## src/rtl/dma_pkg.sv

```systemverilog
// Shared states and register field positions for the SD host DMA sequencer.
// DMA_BOUNDARY_EN adds the BND_WAIT state used for boundary interrupts.
package dma_pkg;

    typedef enum logic [2:0] {
        IDLE      = 3'd0,
        XFER      = 3'd1,
        WAIT_ACK  = 3'd2,
        BLOCK_END = 3'd3,
        GAP_STOP  = 3'd4,
        DONE      = 3'd5
`ifdef DMA_BOUNDARY_EN
        ,
        BND_WAIT  = 3'd6
`endif
    } dma_state_e;

    localparam logic [1:0] CMD_ABORT = 2'b11;

    localparam int TM_DMA_EN  = 0;
    localparam int TM_BCNT_EN = 1;
    localparam int TM_DIR     = 4;
    localparam int TM_MULTI   = 5;

    localparam int BGC_STOP = 0;
    localparam int BGC_CONT = 1;

    function automatic logic is_abort(input logic [1:0] cmd_type);
        return cmd_type == CMD_ABORT;
    endfunction

endpackage

```

## src/rtl/dma_xfer_counter.sv

```systemverilog
// Byte and block bookkeeping for the DMA sequencer: beat sizing,
// remaining-byte count, block countdown and end-of-block/transfer flags.
module dma_xfer_counter
    import dma_pkg::*;
#(
    parameter int BPB  = 4,
    parameter int MB_W = $clog2(BPB) + 1
) (
    input  logic            clk,
    input  logic            rst,
    input  logic            load,
    input  logic [11:0]     bs_in,
    input  logic [15:0]     bc_in,
    input  logic            multi_in,
    input  logic            bcnt_en_in,
    input  logic            reload,
    input  logic            beat_done,
    input  logic            block_done,
    output logic [15:0]     blocks_left,
    output logic [MB_W-1:0] mem_bytes,
    output logic            last_beat,
    output logic            last_block,
    output logic            zero_len
);

    localparam logic [11:0]     BPB_12 = 12'(BPB);
    localparam logic [MB_W-1:0] BPB_MB = MB_W'(BPB);

    logic [11:0] bs_q;
    logic [11:0] bs_d;
    logic [11:0] byte_rem_q;
    logic [11:0] byte_rem_d;
    logic [15:0] blocks_q;
    logic [15:0] blocks_d;
    logic        counting_q;
    logic        counting_d;

    always_comb begin
        mem_bytes = BPB_MB;
        if (byte_rem_q < BPB_12) begin
            mem_bytes = byte_rem_q[MB_W-1:0];
        end
    end

    assign last_beat   = byte_rem_q <= BPB_12;
    assign last_block  = counting_q && (blocks_q <= 16'd1);
    assign blocks_left = blocks_q;

    // Evaluated on the Start cycle from the live register images.
    assign zero_len = (bs_in == 12'd0) ||
                      (multi_in && bcnt_en_in && (bc_in == 16'd0));

    always_comb begin
        bs_d       = bs_q;
        byte_rem_d = byte_rem_q;
        blocks_d   = blocks_q;
        counting_d = counting_q;
        if (load) begin
            bs_d       = bs_in;
            byte_rem_d = bs_in;
            counting_d = !multi_in || bcnt_en_in;
            blocks_d   = multi_in ? bc_in : 16'd1;
        end else begin
            if (beat_done) begin
                byte_rem_d = byte_rem_q - 12'(mem_bytes);
            end
            if (reload) begin
                byte_rem_d = bs_q;
            end
            // Infinite mode holds the count; counted modes stop at zero.
            if (block_done && counting_q && (blocks_q != 16'd0)) begin
                blocks_d = blocks_q - 16'd1;
            end
        end
    end

    always_ff @(posedge clk) begin
        if (rst) begin
            bs_q       <= '0;
            byte_rem_q <= '0;
            blocks_q   <= '0;
            counting_q <= 1'b0;
        end else begin
            bs_q       <= bs_d;
            byte_rem_q <= byte_rem_d;
            blocks_q   <= blocks_d;
            counting_q <= counting_d;
        end
    end

endmodule

```

## src/rtl/dma_transfer_ctrl.sv

```systemverilog
// SD host DAT-path DMA sequencer: block/beat movement, gap stop, abort.
// Define DMA_BOUNDARY_EN for the address-boundary interrupt and reload.
module dma_transfer_ctrl
    import dma_pkg::*;
#(
    parameter int DATA_W = 32,
    parameter int ADDR_W = 32
`ifdef DMA_BOUNDARY_EN
    ,
    parameter int BOUNDARY_BYTES = 4096
`endif
) (
    input  logic                         CLK,
    input  logic                         RESET,
    input  logic                         Start,
    input  logic [ADDR_W-1:0]            System_Address,
    input  logic [15:0]                  Block_Size_Register,
    input  logic [15:0]                  Block_Count_Register,
    input  logic [15:0]                  Transfer_Mode_Register,
    input  logic [7:0]                   Block_Gap_Control_Register,
    input  logic [15:0]                  Command_Register,
    input  logic                         Fifo_Ready,
    output logic                         Mem_Req,
    input  logic                         Mem_Ack,
    output logic [ADDR_W-1:0]            Mem_Addr,
    output logic                         Mem_Write,
    output logic [$clog2(DATA_W/8):0]    Mem_Bytes,
    output logic [15:0]                  Blocks_Left,
    output logic                         Read_Transfer_Active,
    output logic                         Write_Transfer_Active,
    output logic                         Block_Gap_Event,
    output logic                         Transfer_Complete,
    output logic                         Aborted
`ifdef DMA_BOUNDARY_EN
    ,
    input  logic                         Addr_Load,
    output logic                         Dma_Int
`endif
);

    localparam int BPB  = DATA_W / 8;
    localparam int MB_W = $clog2(BPB) + 1;

    dma_state_e        state_q;
    dma_state_e        state_d;
    logic [ADDR_W-1:0] addr_q;
    logic [ADDR_W-1:0] addr_d;
    logic              dir_q;
    logic              dir_d;
    logic              abort_q;
    logic              abort_d;

`ifdef DMA_BOUNDARY_EN
    dma_state_e        resume_q;
    dma_state_e        resume_d;
    logic              dma_int_q;
    logic              dma_int_d;
    logic              at_boundary;
`endif

    logic              cnt_load;
    logic              cnt_reload;
    logic              cnt_beat;
    logic              cnt_block;
    logic              last_beat;
    logic              last_block;
    logic              zero_len;
    logic [MB_W-1:0]   beat_bytes;
    logic [ADDR_W-1:0] next_addr;
    logic              abort_req;
    logic              gap_evt;
    logic              unused_bits;

    assign abort_req = is_abort(Command_Register[7:6]);
    assign next_addr = addr_q + ADDR_W'(BPB);

`ifdef DMA_BOUNDARY_EN
    assign at_boundary = (next_addr % ADDR_W'(BOUNDARY_BYTES)) == '0;
`endif

    assign unused_bits = ^{Block_Size_Register[15:12],
                           Transfer_Mode_Register[15:6],
                           Transfer_Mode_Register[3:2],
                           Block_Gap_Control_Register[7:2],
                           Command_Register[15:8],
                           Command_Register[5:0]};

    dma_xfer_counter #(
        .BPB  (BPB),
        .MB_W (MB_W)
    ) u_counter (
        .clk         (CLK),
        .rst         (RESET),
        .load        (cnt_load),
        .bs_in       (Block_Size_Register[11:0]),
        .bc_in       (Block_Count_Register),
        .multi_in    (Transfer_Mode_Register[TM_MULTI]),
        .bcnt_en_in  (Transfer_Mode_Register[TM_BCNT_EN]),
        .reload      (cnt_reload),
        .beat_done   (cnt_beat),
        .block_done  (cnt_block),
        .blocks_left (Blocks_Left),
        .mem_bytes   (beat_bytes),
        .last_beat   (last_beat),
        .last_block  (last_block),
        .zero_len    (zero_len)
    );

    always_comb begin
        state_d    = state_q;
        addr_d     = addr_q;
        dir_d      = dir_q;
        abort_d    = abort_q;
        cnt_load   = 1'b0;
        cnt_reload = 1'b0;
        cnt_beat   = 1'b0;
        cnt_block  = 1'b0;
        gap_evt    = 1'b0;
`ifdef DMA_BOUNDARY_EN
        resume_d   = resume_q;
        dma_int_d  = 1'b0;
`endif
        unique case (state_q)
            IDLE: begin
                abort_d = 1'b0;
                if (Start && Transfer_Mode_Register[TM_DMA_EN]) begin
                    addr_d   = System_Address;
                    dir_d    = Transfer_Mode_Register[TM_DIR];
                    cnt_load = 1'b1;
                    state_d  = zero_len ? DONE : XFER;
                end
            end
            XFER: begin
                if (abort_req) begin
                    abort_d = 1'b1;
                    state_d = DONE;
                end else if (Fifo_Ready) begin
                    state_d = WAIT_ACK;
                end
            end
            WAIT_ACK: begin
                // An abort here is remembered until the beat is acknowledged.
                if (abort_req) begin
                    abort_d = 1'b1;
                end
                if (Mem_Ack) begin
                    addr_d   = next_addr;
                    cnt_beat = 1'b1;
                    if (abort_req || abort_q) begin
                        state_d = DONE;
                    end
`ifdef DMA_BOUNDARY_EN
                    else if (at_boundary && !(last_beat && last_block)) begin
                        state_d   = BND_WAIT;
                        resume_d  = last_beat ? BLOCK_END : XFER;
                        dma_int_d = 1'b1;
                    end
`endif
                    else if (last_beat) begin
                        state_d = BLOCK_END;
                    end else begin
                        state_d = XFER;
                    end
                end
            end
            BLOCK_END: begin
                if (abort_req) begin
                    abort_d = 1'b1;
                    state_d = DONE;
                end else begin
                    cnt_block = 1'b1;
                    if (last_block) begin
                        state_d = DONE;
                    end else if (Block_Gap_Control_Register[BGC_STOP]) begin
                        gap_evt = 1'b1;
                        state_d = GAP_STOP;
                    end else begin
                        cnt_reload = 1'b1;
                        state_d    = XFER;
                    end
                end
            end
            GAP_STOP: begin
                if (abort_req) begin
                    abort_d = 1'b1;
                    state_d = DONE;
                end else if (Block_Gap_Control_Register[BGC_CONT]) begin
                    cnt_reload = 1'b1;
                    state_d    = XFER;
                end
            end
            DONE: begin
                state_d = IDLE;
            end
`ifdef DMA_BOUNDARY_EN
            BND_WAIT: begin
                if (abort_req) begin
                    abort_d = 1'b1;
                    state_d = DONE;
                end else if (Addr_Load) begin
                    addr_d  = System_Address;
                    state_d = resume_q;
                end
            end
`endif
            default: begin
                state_d = IDLE;
            end
        endcase
    end

    always_ff @(posedge CLK) begin
        if (RESET) begin
            state_q   <= IDLE;
            addr_q    <= '0;
            dir_q     <= 1'b0;
            abort_q   <= 1'b0;
`ifdef DMA_BOUNDARY_EN
            resume_q  <= IDLE;
            dma_int_q <= 1'b0;
`endif
        end else begin
            state_q   <= state_d;
            addr_q    <= addr_d;
            dir_q     <= dir_d;
            abort_q   <= abort_d;
`ifdef DMA_BOUNDARY_EN
            resume_q  <= resume_d;
            dma_int_q <= dma_int_d;
`endif
        end
    end

    assign Mem_Req               = state_q == WAIT_ACK;
    assign Mem_Addr              = addr_q;
    assign Mem_Write             = dir_q;
    assign Mem_Bytes             = beat_bytes;
    assign Read_Transfer_Active  = (state_q != IDLE) && dir_q;
    assign Write_Transfer_Active = (state_q != IDLE) && !dir_q;
    assign Block_Gap_Event       = gap_evt;
    assign Transfer_Complete     = state_q == DONE;
    assign Aborted               = (state_q == DONE) && abort_q;

`ifdef DMA_BOUNDARY_EN
    assign Dma_Int = dma_int_q;
`endif

endmodule

```

## config.mk

```make
export PLATFORM = sky130hd
export DESIGN_NAME = dma_transfer_ctrl
export DESIGN_NICKNAME = d
export VERILOG_FILES = /design/src/rtl/dma_pkg.sv /design/src/rtl/dma_xfer_counter.sv /design/src/rtl/dma_transfer_ctrl.sv
export SDC_FILE = /design/constraint.sdc
export NUM_CORES = 1
export LEC_CHECK = 0
export ABC_AREA = 0
export CORE_MARGIN = 1
export CORE_UTILIZATION = 65
export DETAILED_ROUTE_END_ITERATION = 8
export DONT_BUFFER_PORTS = 1
export PLACE_DENSITY = 0.88
export SLEW_MARGIN = 0
export SYNTH_ARGS = -nofsm -noshare
export SYNTH_HDL_FRONTEND = slang
export SYNTH_SLANG_ARGS = --single-unit
```

## constraint.sdc

```tcl
create_clock -name CLK -period 5.9 [get_ports CLK]
set_input_delay 1.18 -clock CLK [delete_from_list [all_inputs] [get_ports CLK]]
set_output_delay 1.18 -clock CLK [all_outputs]
set_load 0.01 [all_outputs]
```

# Word-level counts from Yosys, hierarchy flattened
# Cells that the tools add are included.
# word_totals
regBits,78
inputBits,109
output_inout_bits,58
wordCells,94
# op_classes
n_addsub,3
magnitude_cmp,3
eq_ne,11
muxes,41
reduce_logical,28
# ops
cell,count
2-to-1 mux 32 bit,2
one-hot mux 32 bit (2 select lines),1
2-to-1 mux 16 bit,3
2-to-1 mux 12 bit,3
2-to-1 mux 3 bit,12
"adder 32 x 3 -> 32 bit, second input constant",1
"<= comparator 16 x 1 -> 1 bit, second input constant",1
zero test 16 bit,1
2-to-1 mux 1 bit,16
nonzero test 16 bit,1
"subtractor 16 x 1 -> 16 bit, second input constant",1
one-hot mux 3 bit (5 select lines),1
"<= comparator 12 x 3 -> 1 bit, second input constant",1
zero test 12 bit,1
"< comparator 12 x 3 -> 1 bit, second input constant",1
subtractor 12 x 3 -> 12 bit,1
logical AND 1 bit,9
"equality test 3 x 2 -> 1 bit, second input constant",2
"equality test 3 bit, second input constant",2
"!= test 3 bit, second input constant",2
nonzero test 2 bit,3
nonzero test 3 bit,2
"!= test 2 x 1 -> 1 bit, second input constant",2
one-hot mux 1 bit (2 select lines),2
other kinds (11),15

# Depth between registers and ports, before layout
# Gate-level depths: netlist (run 1).
# logic_depth
ltp_word,7
depth_mapped,13
ltp_nobuf,11

# By module
# From an unflattened synthesis (run 1), not the netlist that was laid out.
# unflattened
cells_unflattened,663
hier_area_um2,5039.8
# modules_own_cells
mod,n_inst,cells_per_inst,area_each_um2,seq_area_each_um2
dma_transfer_ctrl,1,346,2556.2,740.7
dma_xfer_counter,1,317,2483.6,820.8

# Least setup slack after synthesis (run 1)
# Ideal clock, no wire load.
# synth_path
path_kind,input to output
start,in Command_Register[6]
end,out Block_Gap_Event
t_arrival_ps,1894
t_required_ps,4720
setup_slack_ps,2826
path_stages,3
n_path_buf,1
path_cell_list,and2_1 > clkbuf_1 > nor4_1
# synth_via
elab_chain_cells,3
# synth_rtl
item,line,text
"start, declared",dma_transfer_ctrl.sv:21,"input logic [15:0] Command_Register,"
equality test 2 bit,dma_pkg.sv:29,return cmd_type == CMD_ABORT;
2-to-1 mux 1 bit,dma_transfer_ctrl.sv:167,if (abort_req) begin
2-to-1 mux 1 bit,dma_transfer_ctrl.sv:123,unique case (state_q)
"end, declared",dma_transfer_ctrl.sv:31,"output logic Block_Gap_Event,"
# Every way passes these cells.

# Final worst setup path (run 1)
# layout_path
start,reg u_counter.blocks_q[8] (netlist: u_counter.blocks_left[8])
end,out Block_Gap_Event
# layout_via
elab_chain_cells,5
# layout_rtl
item,line,text
"start, declared",dma_xfer_counter.sv:33,logic [15:0] blocks_q;
"start signal, assigned",dma_xfer_counter.sv:86,blocks_q <= blocks_d;
<= comparator 16 x 1 -> 1 bit,dma_xfer_counter.sv:46,assign last_block = counting_q && (blocks_q <= 16'd1);
logical AND 1 bit,dma_xfer_counter.sv:46,
2-to-1 mux 1 bit,dma_transfer_ctrl.sv:172,if (last_block) begin
2-to-1 mux 1 bit,dma_transfer_ctrl.sv:167,
2-to-1 mux 1 bit,dma_transfer_ctrl.sv:123,
# Every way passes these cells.

==> results of run 1 <==
-- layout make-up --
class / instances / area [um2]
repair buffers: 4 / 30.0
clock inverters: 6 / 85.1
fillers: 578 / 1980
well taps: 96 / 120
flip-flops and latches: 78 / 1560
inverters: 8 / 30.0
multi-input cells: 514 / 2960
clock buffers: 10 / 138
-- registers in the layout, indices dropped and copies added, names as in the netlist --
name	count
Mem_Addr	32
Mem_Write	1
abort_q	1
state_q	3
u_counter.blocks_left	16
u_counter.bs_q	12
u_counter.byte_rem_q	12
u_counter.counting_q	1
-- tightest hold or removal path, stage by stage (launching register included) --
cell,delay (ps)
dfxtp_1,310
nand2_1,50
a21oi_1,50
-- cell usage in the layout, fill, tap and decap left out, types with 3 or more instances in the layout --
cell / netlist / routed
dfxtp_1: 78 / 78
nand2_1: 78 / 78
nor2_1: 74 / 74
a21oi_1: 73 / 73
o21ai_0: 32 / 32
nor3_1: 27 / 27
nand3_1: 22 / 22
nor4_1: 15 / 15
a211oi_1: 16 / 15
nand4_1: 14 / 14
and3_1: 12 / 12
clkbuf_8: 0 / 10
o22ai_1: 9 / 9
or3_1: 8 / 8
o31ai_1: 8 / 8
xor2_1: 8 / 8
inv_1: 7 / 7
a31oi_1: 7 / 7
nor3b_1: 6 / 6
or4_1: 6 / 6
and2_1: 5 / 5
a2111oi_0: 5 / 5
ha_1: 5 / 5
a21o_1: 4 / 4
a22oi_1: 4 / 4
a311oi_1: 4 / 4
xnor2_1: 4 / 4
a32o_1: 4 / 4
buf_4: 0 / 4
a22o_1: 3 / 3
and4_1: 3 / 3
nand3b_1: 3 / 3
mux2i_1: 3 / 3
a32oi_1: 3 / 3
-- final timing paths --
kind         slack [ps]                end  cells after the start
max                2200    Block_Gap_Event                      4
max reg2reg        2730       Mem_Addr[30]                      8
min                 450  u_counter.bs_q[2]                      2
min reg2reg         450  u_counter.bs_q[2]                      2
-- stage by stage --
stage | hold slack [ps] | cell area [um2] | cells
2_1_floorplan | 432 | 4720 | 646
3_3_place_gp | 435 | 4700 | 700
3_5_place_dp | 439 | 4700 | 700
4_1_cts | 449 | 4930 | 716
5_1_grt | 469 | 4930 | 716
6_report | 449 | 4930 | 716
-- layer usage --
metal,part of all wire,global-route usage,vias to the layer above
met5,0,0,-
met4,0.026,0.171,0
met2,0.47,0.574,284
li1,-,-,2357
met1,0.40,0.419,2255
met3,0.10,0.0891,34
-- power groups by stage --
| stage | clock, W | combinational (W) | sequential [W] |
|---|---|---|---|
| final | 0.000451 | 0.000269 | 0.000635 |
| after global routing | 0.000472 | 0.000301 | 0.000642 |
| after CTS | 0.000453 | 0.000264 | 0.000633 |
| after detailed placement | 0 | 0.000262 | 0.000645 |
| after global placement | 0 | 0.000252 | 0.000643 |
| after floorplan | 0 | 0.000234 | 0.000625 |
-- cell families (layout without fill, tap and decap cells) --
family	Yosys count	after routing	synth area share
DFF	78	78	0.331
xor gates and xnor gates	12	12	0.0223
AOI/OAI and AO/OA	203	203	0.277
and+or+nand+nor	290	290	0.305
adders and majority gates	5	5	0.0133
buffers and inverters	54	28	0.0438
muxes	3	3	0.00636
other	1	1	0.000795
==> metrics.md, run 1 <==
| Metric | Value |
|---|---|
| Status | `completed` |
| Core area | `6910 um2` |
| DR WL/cell | `18.3 um` |
| Area contributors post-synth | `dfxtp_1, a21oi_1, nand2_1` |
| Final worst-path setup slack | `2200 ps` |
| Worst-skew pair later-pin latency | `350 ps` |
| Commonest cells in the netlist | `dfxtp_1, nand2_1, nor2_1, a21oi_1, clkbuf_1` |
| Crit end category | `primary output` |
| Yosys top cell by area | `dfxtp_1` |
| DRC violations left | `0` |
| Number of synthesized register bits | `78` |
| Final period utilization | `0.628` |
| Unrepaired setup endpoints after global routing | `no` |
| Hold Buf Count CTS | `0` |
| Worst vdd ir | `0.145 mV` |
| Area grow syn2layout | `4.43%` |
| Die ar. | `7600 um2` |
| Initial antenna violation count | `0` |
| Post-CTS setup buffers | `0` |
| Post-layout util | `0.713` |
| Routed Antenna Nets | `0` |
| Internal | `0.000925 W` |
| Worst Setup Start Kind | `register` |
| Final HPWL from detailed placement | `8.96 mm` |
| Die span in y | `87.2 um` |
| Root Buffer | `clkbuf_8` |
| Pleak | `1.67 nW` |
| Reg2reg start | `state_q[1]` |
| Post-synth top area share | `0.331` |
| Pre-Repair DR Iteration Count | `5` |
| Worst slew margin | `0.353` |
| Chip width | `87.2 um` |
| Seq/Total Area, Yosys | `0.331` |
| IO Port Bufs | `0` |
| CP max stage delay | `730 ps` |
| Gr ovfl total | `0` |
| Pin count of the biggest net entering global routing | `70` |
| MaxCap Viol Count | `0` |
| Global-route wire length before repair | `21.1 mm` |
| Placement Setup Slack | `2600 ps` |
| Critical path, cell by cell | `or4_1 -> nor2_1 -> nor4b_1 -> nor4_1` |
| Actual slew at the worst max-slew pin | `970 ps` |
| DR iter-0 viols | `650` |
| Total I/O pin count | `167` |
| Via density | `6.89` |
| CTS max path bufs | `2` |
| WP buf/inv | `0` |
| Hold Startpoint | `u_counter.bs_q[2]` |
| Layout cells sized above 1 | `0.0516` |
| Slowest CP cell | `or4_1` |
| TritonCTS clock tree | `done` |
| Routability Congestion | `0.923` |
| Synth Flop Type | `dfxtp_1` |
| Mapped Nets | `760` |
| CP Data Arrival Time | `2520 ps` |
| CP required | `4720 ps` |
| CTS Buf Count | `9` |
| H-tree levels | `3` |
| Logic pwr share | `0.199` |
| Sequential Power Share | `0.469` |
| Worst Setup SP | `u_counter.blocks_left[8]` |
| Total GRT Usage | `0.347` |
| Fin nets | `729` |
| DRT Wirelength | `13.1 mm` |
| PostCTS Resize Cnt | `0` |
| Cell family with most CP delay | `simple AND/OR/NAND/NOR gates` |
| Sink Count | `78` |
| Worst Skew | `9.59 ps` |
| NetSw | `0.000430 W` |
| Syn Inst Count | `646` |
| Reg clk slew, reported paths | `80 ps` |
| Total number of vias | `4930` |
| Setup TNS | `0 ps` |
| Avg Inst Size Synth | `7.30 um2` |
| Kind of critical path | `register to primary output` |
| Final Setup Violations | `0` |
| Min cycle time layout | `3700 ps` |
| Share of synthesized registers carrying an async set or reset | `0` |
| Synthesized cell area | `4720 um2` |
| Post-synth EDFFs | `0` |
| Vias in the first global route | `4597` |
| Cell variety after synth | `73` |
| Max FO, Critical Path | `7` |
| PD cells | `275 nW/um2` |
| Fin. Hold Viols | `0` |
| Antenna Cells | `0` |
| Class of the worst hold path | `register to register` |
| Clk pwr share | `0.333` |
| Core Rows | `30` |
| Fin. max-slew vios | `0` |
| Max Fclk | `270 MHz` |
| Initial core utilization | `0.683` |
| Yosys warns | `0` |
| Switching Fraction | `0.318` |
| Tot Pwr | `0.00135 W` |
(Power assumes the default switching activity.)
==> inputs of run 2 (changes only) <==
CORE_UTILIZATION = 58   (was 65)
PLACE_DENSITY = 0.83   (was 0.88)
clock period = 3.4 ns   (was 5.9 ns; I/O delays follow)
==> metrics.md, run 2 (synthesized netlist as in run 1, its figures left out) <==
| Metric | Value |
|---|---|
| Via density | `6.95` |
| Chip width | `92.2 um` |
| WP buf/inv | `0` |
| Worst-skew pair later-pin latency | `360 ps` |
| Fin. max-slew vios | `0` |
| Layout fillers | `700` |
| H-tree levels | `3` |
| Slowest CP cell | `or4_1` |
| Post-CTS setup buffers | `0` |
| Worst Setup SP | `u_counter.blocks_left[8]` |
| Total GRT Usage | `0.325` |
| Reg clk slew, reported paths | `90 ps` |
| Global-route wire length before repair | `22.2 mm` |
| CTS Buf Count | `9` |
| Cell family with most CP delay | `simple AND/OR/NAND/NOR gates` |
| Die ar. | `8500 um2` |
| DP Area | `4760 um2` |
| Antenna Cells | `0` |
| Crit end category | `primary output` |
| PD cells | `481 nW/um2` |
| Sink Count | `78` |
| PostCTS Resize Cnt | `0` |
| Max Fclk | `322 MHz` |
| Final HPWL from detailed placement | `9.58 mm` |
| DR iter-0 viols | `534` |
| CP Data Arrival Time | `2420 ps` |
| Post-route cell area | `4990 um2` |
| Actual slew at the worst max-slew pin | `865 ps` |
| Critical path, cell by cell | `or4_1 -> nor2_1 -> nor4b_1 -> nor4_1` |
| Worst Skew | `10.9 ps` |
| DRT Wirelength | `13.9 mm` |
| Worst vdd ir | `0.223 mV` |
| IO Port Bufs | `0` |
| Fin nets | `735` |
| Die span in y | `92.2 um` |
| Initial core utilization | `0.604` |
| MaxCap Viol Count | `0` |
| Unrepaired setup endpoints after global routing | `no` |
| Area grow syn2layout | `5.75%` |
| Hold Startpoint | `RESET` |
| Worst Setup Start Kind | `register` |
| TritonCTS clock tree | `done` |
| Reg2reg start | `u_counter.byte_rem_q[10]` |
| Root Buffer | `clkbuf_8` |
| DR WL/cell | `19.0 um` |
| Max reg flops | `32` |
| Vias in the first global route | `4677` |
| Core area | `7810 um2` |
| Max FO, Critical Path | `7` |
| Final hold slack | `383 ps` |
| Gr ovfl total | `0` |
| Most frequent cells in the layout | `dfxtp_1, nand2_1, nor2_1` |
| Worst slew margin | `0.424` |
| Status | `completed` |
| Routability Congestion | `0.953` |
| Total number of vias | `5061` |
| Final period utilization | `0.913` |
| Setup TNS | `0 ps` |
| DRC violations left | `0` |
| Class of the worst hold path | `input pin to register` |
| Layout cells sized above 1 | `0.0607` |
| Pleak | `1.71 nW` |
| CP max stage delay | `710 ps` |
| Pin count of the biggest net entering global routing | `70` |
| Hold Buf Count CTS | `0` |
| Total I/O pin count | `167` |
| Post-layout util | `0.639` |
| Core Rows | `32` |
| Initial antenna violation count | `0` |
| CP required | `2720 ps` |
| Routed Antenna Nets | `0` |
| Min cycle time layout | `3100 ps` |
| Kind of critical path | `register to primary output` |
| Final Setup Violations | `0` |
| CTS max path bufs | `2` |
| Fin. Hold Viols | `0` |
| Pre-Repair DR Iteration Count | `8` |
-- run 2: cell count changes in the layout (fill, tap and decap cells not counted), sizes merged --
cell,before,now
clkbuf,10,11
buf,4,10
clkinvlp,2,1
-- run 2: final cells by class --
type | instances | area (um2) | share of cell area
flip-flops and latches | 78 | 1560 | 0.313
inverters | 8 | 30.0 | 0.00602
clock buffers | 11 | 151 | 0.0303
multi-input cells | 514 | 2960 | 0.594
repair buffers | 10 | 75.1 | 0.0150
clock inverters | 5 | 81.3 | 0.0163
well taps | 102 | 128 | 0.0256
-- run 2: final timing paths --
kind / cells past startpoint / slack, ps / endpoint
setup / recovery: 4 / 300 / Block_Gap_Event
hold reg to reg: 2 / 450 / u_counter.bs_q[6]
hold / removal: 1 / 380 / u_counter.bs_q[0]
setup reg to reg: 11 / 390 / u_counter.byte_rem_q[8]
-- run 2: metal layers --
metal  GRT usage  part of all wire  wire length [um]
met1       0.409              0.41              5710
met2       0.525              0.46              6420
met3      0.0896              0.10              1390
met4       0.128             0.024               334
met5           0                 0                 0
-- run 2: report_power, final --
| part | switching (W) | leakage, nW | total (W) | internal (W) |
|---|---|---|---|---|
| Clock | 0.000364 | 0.116 | 0.000818 | 0.000454 |
| Combinational | 0.000284 | 0.952 | 0.000481 | 0.000197 |
| Sequential | 0.000120 | 0.638 | 0.00110 | 0.000983 |
-- run 2: worst reg2reg max path, cell delays in order, from the launching register on --
cell,delay (ps)
dfxtp_1,490
nor4_1,110
and2_1,260
nand2_1,200
nand2_1,100
ha_1,260
a2111oi_0,630
o21bai_1,220
a21oi_1,90
a311oi_1,350
o21ai_1,120
a21oi_1,120
-- run 2: per-stage QoR --
stage | std cells | power (W) | setup WS [ps]
after detailed placement | 712 | 0.00159 | 546
after global placement | 712 | 0.00156 | 627
after floorplan | 646 | 0.00149 | 835
after global routing | 728 | 0.00251 | 192
final | 728 | 0.00240 | 296
after CTS | 728 | 0.00239 | 322
